[config.mk]
export PLATFORM = sky130hd
export DESIGN_NAME = button_led_sequencer
export DESIGN_NICKNAME = d
export VERILOG_FILES = /design/src/rtl/button_led_sequencer.sv
export SDC_FILE = /design/constraint.sdc
export NUM_CORES = 1
export LEC_CHECK = 0
export BUFFER_PORTS_ARGS = -buffer_cell sky130_fd_sc_hd__buf_4
export CAP_MARGIN = 20
export CORE_MARGIN = 10
export CORE_UTILIZATION = 50
export DETAILED_ROUTE_END_ITERATION = 10
export PLACE_DENSITY = 0.72
export SYNTH_ARGS = -nofsm -noshare
export SYNTH_HDL_FRONTEND = slang
export SYNTH_SLANG_ARGS = --single-unit
[constraint.sdc]
create_clock -name clk -period 2.85 [get_ports clk]
set_clock_uncertainty 0.05 [all_clocks]
set_input_delay 0.57 -clock clk [delete_from_list [all_inputs] [get_ports clk]]
set_output_delay 0.57 -clock clk [all_outputs]
set_load 0.005 [all_outputs]
[src/rtl/button_led_sequencer.sv]
// Push-button responder: two-flop synchronizer, counting debouncer and a
// fill/drain bar-graph sequencer on the 16-bit LED bank, with long-press clear.
module button_led_sequencer #(
    parameter int unsigned DEBOUNCE_CYCLES = 4,
    parameter int unsigned HOLD_CYCLES     = 32
) (
    input  logic        clk,
    input  logic        reset,
    input  logic        button,
    output logic [15:0] led,
    output logic        pressed
);

    localparam int unsigned DEB_W  = $clog2(DEBOUNCE_CYCLES + 1);
    localparam int unsigned HOLD_W = $clog2(HOLD_CYCLES + 1);

    localparam logic [DEB_W-1:0]  DEB_LAST  = DEB_W'(DEBOUNCE_CYCLES - 1);
    localparam logic [HOLD_W-1:0] HOLD_MAX  = HOLD_W'(HOLD_CYCLES);
    localparam logic [HOLD_W-1:0] HOLD_LAST = HOLD_W'(HOLD_CYCLES - 1);

    typedef enum logic [1:0] {
        IDLE,
        FILL,
        FULL,
        DRAIN
    } state_t;

    state_t state, state_n;

    logic              sync1, sync2;
    logic [1:0]        sync_valid;
    logic              deb, deb_q;
    logic [DEB_W-1:0]  deb_cnt;
    logic [HOLD_W-1:0] hold_cnt;
    logic              armed;
    logic              step, hold_clear;
    logic [15:0]       led_n;
    logic              pressed_n;

    // Input conditioning: synchronizer, debouncer, hold counter, arming.
    always_ff @(posedge clk) begin
        if (reset) begin
            sync1      <= 1'b0;
            sync2      <= 1'b0;
            sync_valid <= '0;
            deb        <= 1'b0;
            deb_q      <= 1'b0;
            deb_cnt    <= '0;
            hold_cnt   <= '0;
            armed      <= 1'b0;
        end else begin
            sync1      <= button;
            sync2      <= sync1;
            sync_valid <= {sync_valid[0], 1'b1};
            deb_q      <= deb;

            if (sync2 == deb) begin
                deb_cnt <= '0;
            end else if (deb_cnt == DEB_LAST) begin
                deb     <= sync2;
                deb_cnt <= '0;
            end else begin
                deb_cnt <= deb_cnt + 1'b1;
            end

            if (!deb) begin
                hold_cnt <= '0;
            end else if (hold_cnt != HOLD_MAX) begin
                hold_cnt <= hold_cnt + 1'b1;
            end

            // A button still held through reset must be seen released before
            // it can step; sync_valid masks the flops cleared by reset.
            if (sync_valid[1] && !sync2 && !deb) begin
                armed <= 1'b1;
            end
        end
    end

    assign step       = deb && !deb_q && armed;
    assign hold_clear = deb && (hold_cnt == HOLD_LAST);

    always_comb begin
        state_n   = state;
        led_n     = led;
        pressed_n = 1'b0;
        if (hold_clear) begin
            led_n   = '0;
            state_n = IDLE;
        end else if (step) begin
            pressed_n = 1'b1;
            unique case (state)
                IDLE: begin
                    led_n   = {led[14:0], 1'b1};
                    state_n = FILL;
                end
                FILL: begin
                    led_n = {led[14:0], 1'b1};
                    if (led_n == 16'hFFFF) begin
                        state_n = FULL;
                    end
                end
                FULL: begin
                    led_n   = {led[14:0], 1'b0};
                    state_n = DRAIN;
                end
                DRAIN: begin
                    led_n = {led[14:0], 1'b0};
                    if (led_n == 16'h0000) begin
                        state_n = IDLE;
                    end
                end
                default: begin
                    led_n   = '0;
                    state_n = IDLE;
                end
            endcase
        end
    end

    always_ff @(posedge clk) begin
        if (reset) begin
            state   <= IDLE;
            led     <= '0;
            pressed <= 1'b0;
        end else begin
            state   <= state_n;
            led     <= led_n;
            pressed <= pressed_n;
        end
    end

endmodule
==> metrics, run 1 <==
Achievable Freq=525 MHz; clock root cell=clkbuf_4; Total Wirelength=2830 µm; Peak VDD IR=0.430 mV; Hold Path Origin=deb_cnt[0]; initial DRC count=84; Routed Antenna Nets=0; sequential area share after synthesis=48.5%; Worst Setup SP=led[0]; input/output buffers=19; Sinks on Clock Net=35; Post-Syn Nets=173; P_int=0.000642 W; Pre-Repair DR Iteration Count=4; worst hold slack=386 ps; Post-route DRC=0; Worst slew margin=57.0%; flip-flop and latch count after synthesis=35; die height=73.7 µm; Mapped Cells=162; CTS tree=done; first-pass GRT wire length=4830 µm; WL/cell=13.1 µm; die width=73.7 µm; min Tclk post-route=1910 ps; Post-synth EDFFs=0; fraction of layout cells with a size suffix above 1=17.8%; Cell variety after synth=28; number of vias in the routed layout=1,157; Post-CTS Resized=0; RR Startpoint=led[0]; Avg Cell Area, Syn=8.91 µm²; clock share of power=37.2%; fin nets=195; switch share=20.5%; vias in the first global route=1,107; setup repair after global routing missed its margin=no; Lkg Pwr=0.663 nW; Fin. Hold Viols=0; antenna fix cells=0; Worst Path Arrival=2040 ps; RePlAce Congestion=0.883; Logic pwr share=1.6%; CTS clk-pin slew, worst paths=110 ps; CORE AREA=2760 µm²; area delta synth->final=16.8%; Main synth FF type=dfxtp_1; Worst setup SP type=register; hold_buf cts=0; detailed placement HPWL=2120 µm; largest net degree at the start of global routing=20; max-slew violation count=0; Clk Latency, worst-skew pair=330 ps; TNS Setup=0 ps; total die area=5440 µm²; P per Cell Area=479 nW/µm²; Max Cap Violations=0; commonest non-fill, non-tap cell in the layout=dfxtp_1; period utilization=66.9%; placed insts=208; Clock Tree Buf Depth=2; Synth Cell Area=1440 µm²; critical path fanouts, max=5; Design Power=0.000808 W; Reg power frac=61.3%; HP Class=reg -> reg; Net Sw Power=0.000165 W; share of synthesized registers carrying an async set or reset=0%; GRT overflow=0; Starting Density=52.4%; antenna violations before repair=0; I/O pins=20; Final Setup Violations=0; required time worst endpoint=2980 ps; crit end category=register; Via density=5.36; Crit Path Class=reg -> reg; final cell count without fillers=216; gr usage total=11.1%; most frequent cells in the layout=dfxtp_1 (35), nand2_1 (31), buf_4 (20), a21oi_1 (18), nor2_1 (15); H-tree Lvls=2; CTS Buf Count=5; synth warn=0; Post-CTS Setup Bufs=0; outcome=finished clean; row cnt=19; worst-margin pin slew=645 ps
final timing paths:
path / to / slack (ps) / cells past startpoint
setup / recovery: state[1] / 940 / 4
hold / removal: deb_cnt[0] / 390 / 1
setup reg to reg: state[1] / 940 / 4
hold reg to reg: deb_cnt[0] / 390 / 1
cell usage after synthesis, drive strengths merged (2+ instances only):
library cell | number | share of area, %
inv | 9 | 2.3
o41a | 2 | 1.6
nor3 | 2 | 0.69
nand4 | 4 | 1.7
mux2i | 2 | 1.4
dfxtp | 35 | 49
nor2 | 16 | 4.3
a21oi | 18 | 6.2
xor2 | 2 | 1.2
nand3 | 4 | 1.4
nand2 | 31 | 8.1
or3 | 2 | 0.87
or4 | 3 | 2.3
o41ai | 2 | 2.5
xnor2 | 4 | 2.4
clkbuf | 5 | 1.3
nand2b | 3 | 1.3
ha | 8 | 6.9
nor2b | 3 | 1.3
registers in the layout (all words and copies together), names as in the netlist:
name,count
led,16
sync1,1
deb,1
hold_cnt,6
deb_q,1
pressed,1
sync2,1
armed,1
sync_valid,2
deb_cnt,3
state,2
per-layer routing:
metal / part of all wire (%) / vias to the layer above / track usage [%] / wire (µm)
li1: - / 591 / - / -
met1: 42 / 543 / 11.8 / 1200
met2: 51 / 21 / 18.9 / 1450
met3: 5.2 / 2 / 4.85 / 148
met4: 0.81 / 0 / 4.35 / 23
met5: 0 / - / 0 / 0
kinds of logic (layout without fill, tap and decap cells):
kind of cell | Yosys count | in the layout | share of synthesized area, %
AND/OR/NAND/NOR | 71 | 71 | 23.4
AO/OA/AOI/OAI | 26 | 26 | 12.5
buffers and inverters | 14 | 37 | 3.64
XOR/XNOR | 6 | 6 | 3.64
adder cells (fa/ha/maj) | 8 | 8 | 6.93
multiplexers | 2 | 2 | 1.39
flip-flops | 35 | 35 | 48.5
stage by stage:
step / cell area (µm²) / util, % / setup slack, ps
global route: 1690 / 61.2 / 881
finish: 1690 / 61.2 / 944
detailed placement: 1610 / 58.5 / 990
floorplan: 1440 / - / 1080
global placement: 1610 / 58.5 / 1040
CTS: 1690 / 61.2 / 955
critical path: stages, from the launching register on:
cell and delay [ps]:
dfxtp_1 360, or4_4 560, o41a_1 450, o31ai_1 230
a21oi_1 110
cell type report:
| cell class | instances | area [µm²] |
|---|---|---|
| Sequential cell | 35 | 701 |
| Multi-Input combinational cell | 113 | 691 |
| Inverter | 9 | 33.8 |
| Clock inverter | 1 | 7.51 |
| Fill cell | 240 | 1070 |
| Clock buffer | 7 | 65.1 |
| Timing Repair Buffer | 20 | 150 |
| Tap cell | 31 | 38.8 |
power by group through the flow:
stage                     sequential, W  clock (W)  combinational, W
after global routing           0.000496   0.000339         0.0000145
after CTS                      0.000495   0.000311         0.0000131
after floorplan                0.000506          0        0.00000823
after global placement         0.000506          0         0.0000124
final                          0.000495   0.000300         0.0000126
after detailed placement       0.000506          0         0.0000130
(Power assumes the default switching activity.)
==> inputs of run 2 (changes only) <==
- clock period: 2.85 -> 1.9 ns (I/O delays scaled with it)
==> metrics, run 2 (synthesized netlist as in run 1, its figures left out) <==
Final Setup Violations=0 (unchanged); P per Cell Area=663 nW/µm² (was 479 nW/µm²); Achievable Freq=548 MHz (was 525 MHz); Sinks on Clock Net=35 (unchanged); WL/cell=13.3 µm (was 13.1 µm); min Tclk post-route=1830 ps (was 1910 ps); final cell count without fillers=222 (was 216); Top reg by flops=led (unchanged); Clock Tree Buf Depth=2 (unchanged); fraction of layout cells with a size suffix above 1=19.9% (was 17.8%); Total Wirelength=2950 µm (was 2830 µm); Post-CTS Resized=0 (unchanged); CTS clk-pin slew, worst paths=100 ps (was 110 ps); vias in the first global route=1,083 (was 1,107); die height=73.7 µm (unchanged); placed insts=214 (was 208); period utilization=96.1% (was 66.9%); CORE AREA=2760 µm² (unchanged); HP Class=in -> reg (was reg -> reg); Starting Density=52.4% (unchanged); Fin. Hold Viols=0 (unchanged); area of the multi-input gates=696 µm² (was 691 µm²); hold depth=2 (was 1); Routed Antenna Nets=0 (unchanged); Reg area=701 µm² (unchanged); crit end category=register (unchanged); Design Power=0.00114 W (was 0.000808 W); antenna fix cells=0 (unchanged); row cnt=19 (unchanged); H-tree Lvls=2 (unchanged); max-slew violation count=0 (unchanged); largest net degree at the start of global routing=20 (unchanged); final setup margin=74.6 ps (was 944 ps); number of fill cells=236 (was 240); hold_buf cts=0 (unchanged); max reg flops=16 (unchanged); required time worst endpoint=2070 ps (was 2980 ps); GRT overflow=0 (unchanged); input/output buffers=19 (unchanged); Max Cap Violations=0 (unchanged); Largest regs=led: 16 flops, hold_cnt: 6 flops, deb_cnt: 3 flops (unchanged); worst-margin pin slew=548 ps (was 645 ps); Place WS=91.9 ps (was 990 ps); die width=73.7 µm (unchanged); Worst slew margin=63.1% (was 57.0%); antenna violations before repair=0 (unchanged); Post-CTS Setup Bufs=0 (unchanged); Post-route DRC=0 (unchanged); initial DRC count=104 (was 84); Clk Latency, worst-skew pair=330 ps (about the same); RePlAce Congestion=0.912 (was 0.883); Worst Path Arrival=1990 ps (was 2040 ps); area delta synth->final=18.7% (was 16.8%); Worst setup SP type=register (unchanged); Crit Path Class=reg -> reg (unchanged); total die area=5440 µm² (unchanged); number of vias in the routed layout=1,191 (was 1,157); most frequent cells in the layout=dfxtp_1 (35), nand2_1 (31), buf_4 (26), a21oi_1 (18), nor2_1 (15) (was dfxtp_1 (35), nand2_1 (31), buf_4 (20), a21oi_1 (18), nor2_1 (15)); commonest non-fill, non-tap cell in the layout=dfxtp_1 (unchanged); Via density=5.36 (about the same); first-pass GRT wire length=4950 µm (was 4830 µm); worst reg2reg path depth=4 (unchanged); Peak VDD IR=0.680 mV (was 0.430 mV); fin nets=201 (was 195); gr usage total=11.7% (was 11.1%); CTS tree=done (unchanged); outcome=finished clean (unchanged); Pre-Repair DR Iteration Count=4 (unchanged); Lkg Pwr=0.688 nW (was 0.663 nW); detailed placement HPWL=2270 µm (was 2120 µm); clock root cell=clkbuf_4 (unchanged); I/O pins=20 (unchanged); critical path fanouts, max=5 (unchanged); CTS Buf Count=5 (unchanged); fin util=62.2% (was 61.2%)
==> run 2: routing by layer <==
metal / wire length (µm) / global-route usage, %
met5: 0 / 0
met4: 48 / 4.97
met3: 192 / 5.25
met2: 1450 / 18.1
met1: 1260 / 13.6
==> run 2: report_power, final <==
group / switching (W) / total, W / leakage [nW] / internal, W
logic: 0.0000112 / 0.0000202 / 0.375 / 0.00000900
registers: 0.00000283 / 0.000742 / 0.283 / 0.000739
clock network: 0.000229 / 0.000373 / 0.0293 / 0.000144
total: 0.000243 / 0.00114 / 0.688 / 0.000893
==> run 2: area by class of cell <==
type                    count  area share (%)
flip-flops and latches     35            40.9
multi-input cells         113            40.6
repair buffers             26            11.4
clock buffers               7            2.63
well taps                  31            2.26
inverters                   9            1.97
clock inverters             1           0.292
==> run 2: worst paths after layout <==
kind | start | endpoint | slack [ps]
min reg2reg | deb_cnt[0] | deb_cnt[0] | 380
max | led[1] | state[1] | 70
max reg2reg | led[1] | state[1] | 70
min | button | sync1 | 200
==> run 2: through the flow <==
stage / cell area, µm² / TNS, ps / hold slack [ps]
2_1_floorplan: 1440 / 0 / 349
3_3_place_gp: 1660 / 0 / 357
3_5_place_dp: 1660 / 0 / 373
4_1_cts: 1710 / 0 / 189
5_1_grt: 1710 / -32.9 / 196
6_report: 1710 / 0 / 202
==> run 2: worst max-delay path, stage by stage (launching register included) <==
cell and delay [ps]:
dfxtp_1 360, or4_4 550, o41a_1 470, o31ai_2 180, a21oi_1 100
==> inputs of run 3 (changes only) <==
- CTS_BUF_LIST: unset -> sky130_fd_sc_hd__clkbuf_4 sky130_fd_sc_hd__clkbuf_8
==> metrics, run 3 (synthesized netlist as in run 1, its figures left out) <==
Max Cap Violations=0 (unchanged); Sinks on Clock Net=35 (unchanged); fin nets=201 (unchanged); detailed placement HPWL=2270 µm (unchanged); area delta synth->final=19.2% (was 18.7%); max-slew violation count=0 (unchanged); Reg power frac=63.7% (was 65.4%); most frequent cells in the layout=dfxtp_1 (35), nand2_1 (31), buf_4 (26), a21oi_1 (18), nor2_1 (15) (unchanged); total die area=5440 µm² (unchanged); required time worst endpoint=2070 ps (about the same); number of vias in the routed layout=1,182 (was 1,191); H-tree Lvls=2 (unchanged); period utilization=96.0% (was 96.1%); outcome=finished clean (unchanged); Logic pwr share=1.7% (was 1.8%); Reg area=701 µm² (unchanged); Crit Path Class=reg -> reg (unchanged); Via density=5.32 (was 5.36); RePlAce Congestion=0.912 (unchanged); clock share of power=34.6% (was 32.9%); GRT overflow=0 (unchanged); WL/cell=13.4 µm (was 13.3 µm); Post-route DRC=0 (unchanged); P_int=0.000921 W (was 0.000893 W); Net Sw Power=0.000245 W (was 0.000243 W); CTS tree=done (unchanged); Top reg by flops=led (unchanged); Worst slew margin=63.1% (about the same); final setup margin=76.3 ps (was 74.6 ps); Worst Path Arrival=1990 ps (about the same); Final Setup Violations=0 (unchanged); Largest regs=led: 16 flops, hold_cnt: 6 flops, deb_cnt: 3 flops (unchanged); CTS clk-pin slew, worst paths=100 ps (about the same); Fin. Hold Viols=0 (unchanged); clock root cell=clkbuf_4 (unchanged); Lkg Pwr=0.694 nW (was 0.688 nW); largest net degree at the start of global routing=20 (unchanged); Pre-Repair DR Iteration Count=4 (unchanged); initial DRC count=86 (was 104); Worst setup SP type=register (unchanged); Post-CTS Resized=0 (unchanged); Clk Latency, worst-skew pair=340 ps (was 330 ps); fraction of layout cells with a size suffix above 1=20.9% (was 19.9%); CORE AREA=2760 µm² (unchanged); Clock Tree Buf Depth=2 (unchanged); Post-CTS Setup Bufs=0 (unchanged); switch share=21.0% (was 21.4%); Total Wirelength=2970 µm (was 2950 µm); die height=73.7 µm (unchanged); Peak VDD IR=0.654 mV (was 0.680 mV); antenna violations before repair=0 (unchanged); Design Power=0.00117 W (was 0.00114 W); P per Cell Area=677 nW/µm² (was 663 nW/µm²); I/O pins=20 (unchanged); input/output buffers=19 (unchanged); min Tclk post-route=1820 ps (was 1830 ps); worst-margin pin slew=548 ps (about the same); HP Class=in -> reg (unchanged); gr usage total=11.9% (was 11.7%); area of the multi-input gates=696 µm² (unchanged); Place WS=91.9 ps (unchanged); row cnt=19 (unchanged); crit end category=register (unchanged); hold_buf cts=0 (unchanged); vias in the first global route=1,089 (was 1,083); Routed Antenna Nets=0 (unchanged); CTS Buf Count=5 (unchanged); die width=73.7 µm (unchanged); critical path fanouts, max=5 (unchanged); first-pass GRT wire length=5010 µm (was 4950 µm); commonest non-fill, non-tap cell in the layout=dfxtp_1 (unchanged); number of fill cells=238 (was 236); max reg flops=16 (unchanged); antenna fix cells=0 (unchanged); Starting Density=52.4% (unchanged); Achievable Freq=548 MHz (about the same)
run 3: cell count changes in the layout (fill, tap and decap cells not counted):
cell | before | now
clkbuf_1 | 2 | 0
clkbuf_4 | 5 | 7
run 3: final timing paths:
kind / end / from / slack, ps / depth (start not counted)
max reg2reg: state[1] / led[1] / 80 / 4
min: sync1 / button / 200 / 2
max: state[1] / led[1] / 80 / 4
min reg2reg: deb_cnt[0] / deb_cnt[0] / 390 / 1
run 3: layout make-up:
class / instances / share of cell area, %
flip-flops and latches: 35 / 40.7
well taps: 31 / 2.25
multi-input cells: 113 / 40.4
inverters: 9 / 1.96
clock inverters: 1 / 0.291
clock buffers: 7 / 3.05
repair buffers: 26 / 11.3
run 3: metrics by stage:
| stage | std cells | hold slack [ps] | setup TNS [ps] | utilization [%] | cell area (µm²) |
|---|---|---|---|---|---|
| 2_1_floorplan | 162 | 349 | 0 | - | 1440 |
| 3_3_place_gp | 214 | 357 | 0 | 60.2 | 1660 |
| 3_5_place_dp | 214 | 373 | 0 | 60.2 | 1660 |
| 4_1_cts | 222 | 179 | 0 | 62.3 | 1720 |
| 5_1_grt | 222 | 187 | -36.3 | 62.4 | 1720 |
| 6_report | 222 | 200 | 0 | 62.4 | 1720 |
run 3: worst max-delay path, stage by stage (launching register included):
cell and delay, ps:
dfxtp_1 360, or4_4 550, o41a_1 470, o31ai_2 180, a21oi_1 100
run 3: per-layer routing:
metal	vias up	routed length, µm	track usage [%]
li1	605	-	-
met1	540	1290	13.6
met2	30	1430	18.3
met3	7	191	5.25
met4	0	61	6.21
met5	-	0	0
run 3: power by group through the flow:
| stage | registers [W] | clock network, W | logic, W |
|---|---|---|---|
| after global routing | 0.000743 | 0.000455 | 0.0000226 |
| after CTS | 0.000742 | 0.000422 | 0.0000204 |
| after global placement | 0.000759 | 0 | 0.0000201 |
| after detailed placement | 0.000759 | 0 | 0.0000203 |
| final | 0.000742 | 0.000404 | 0.0000201 |
| after floorplan | 0.000759 | 0 | 0.0000123 |
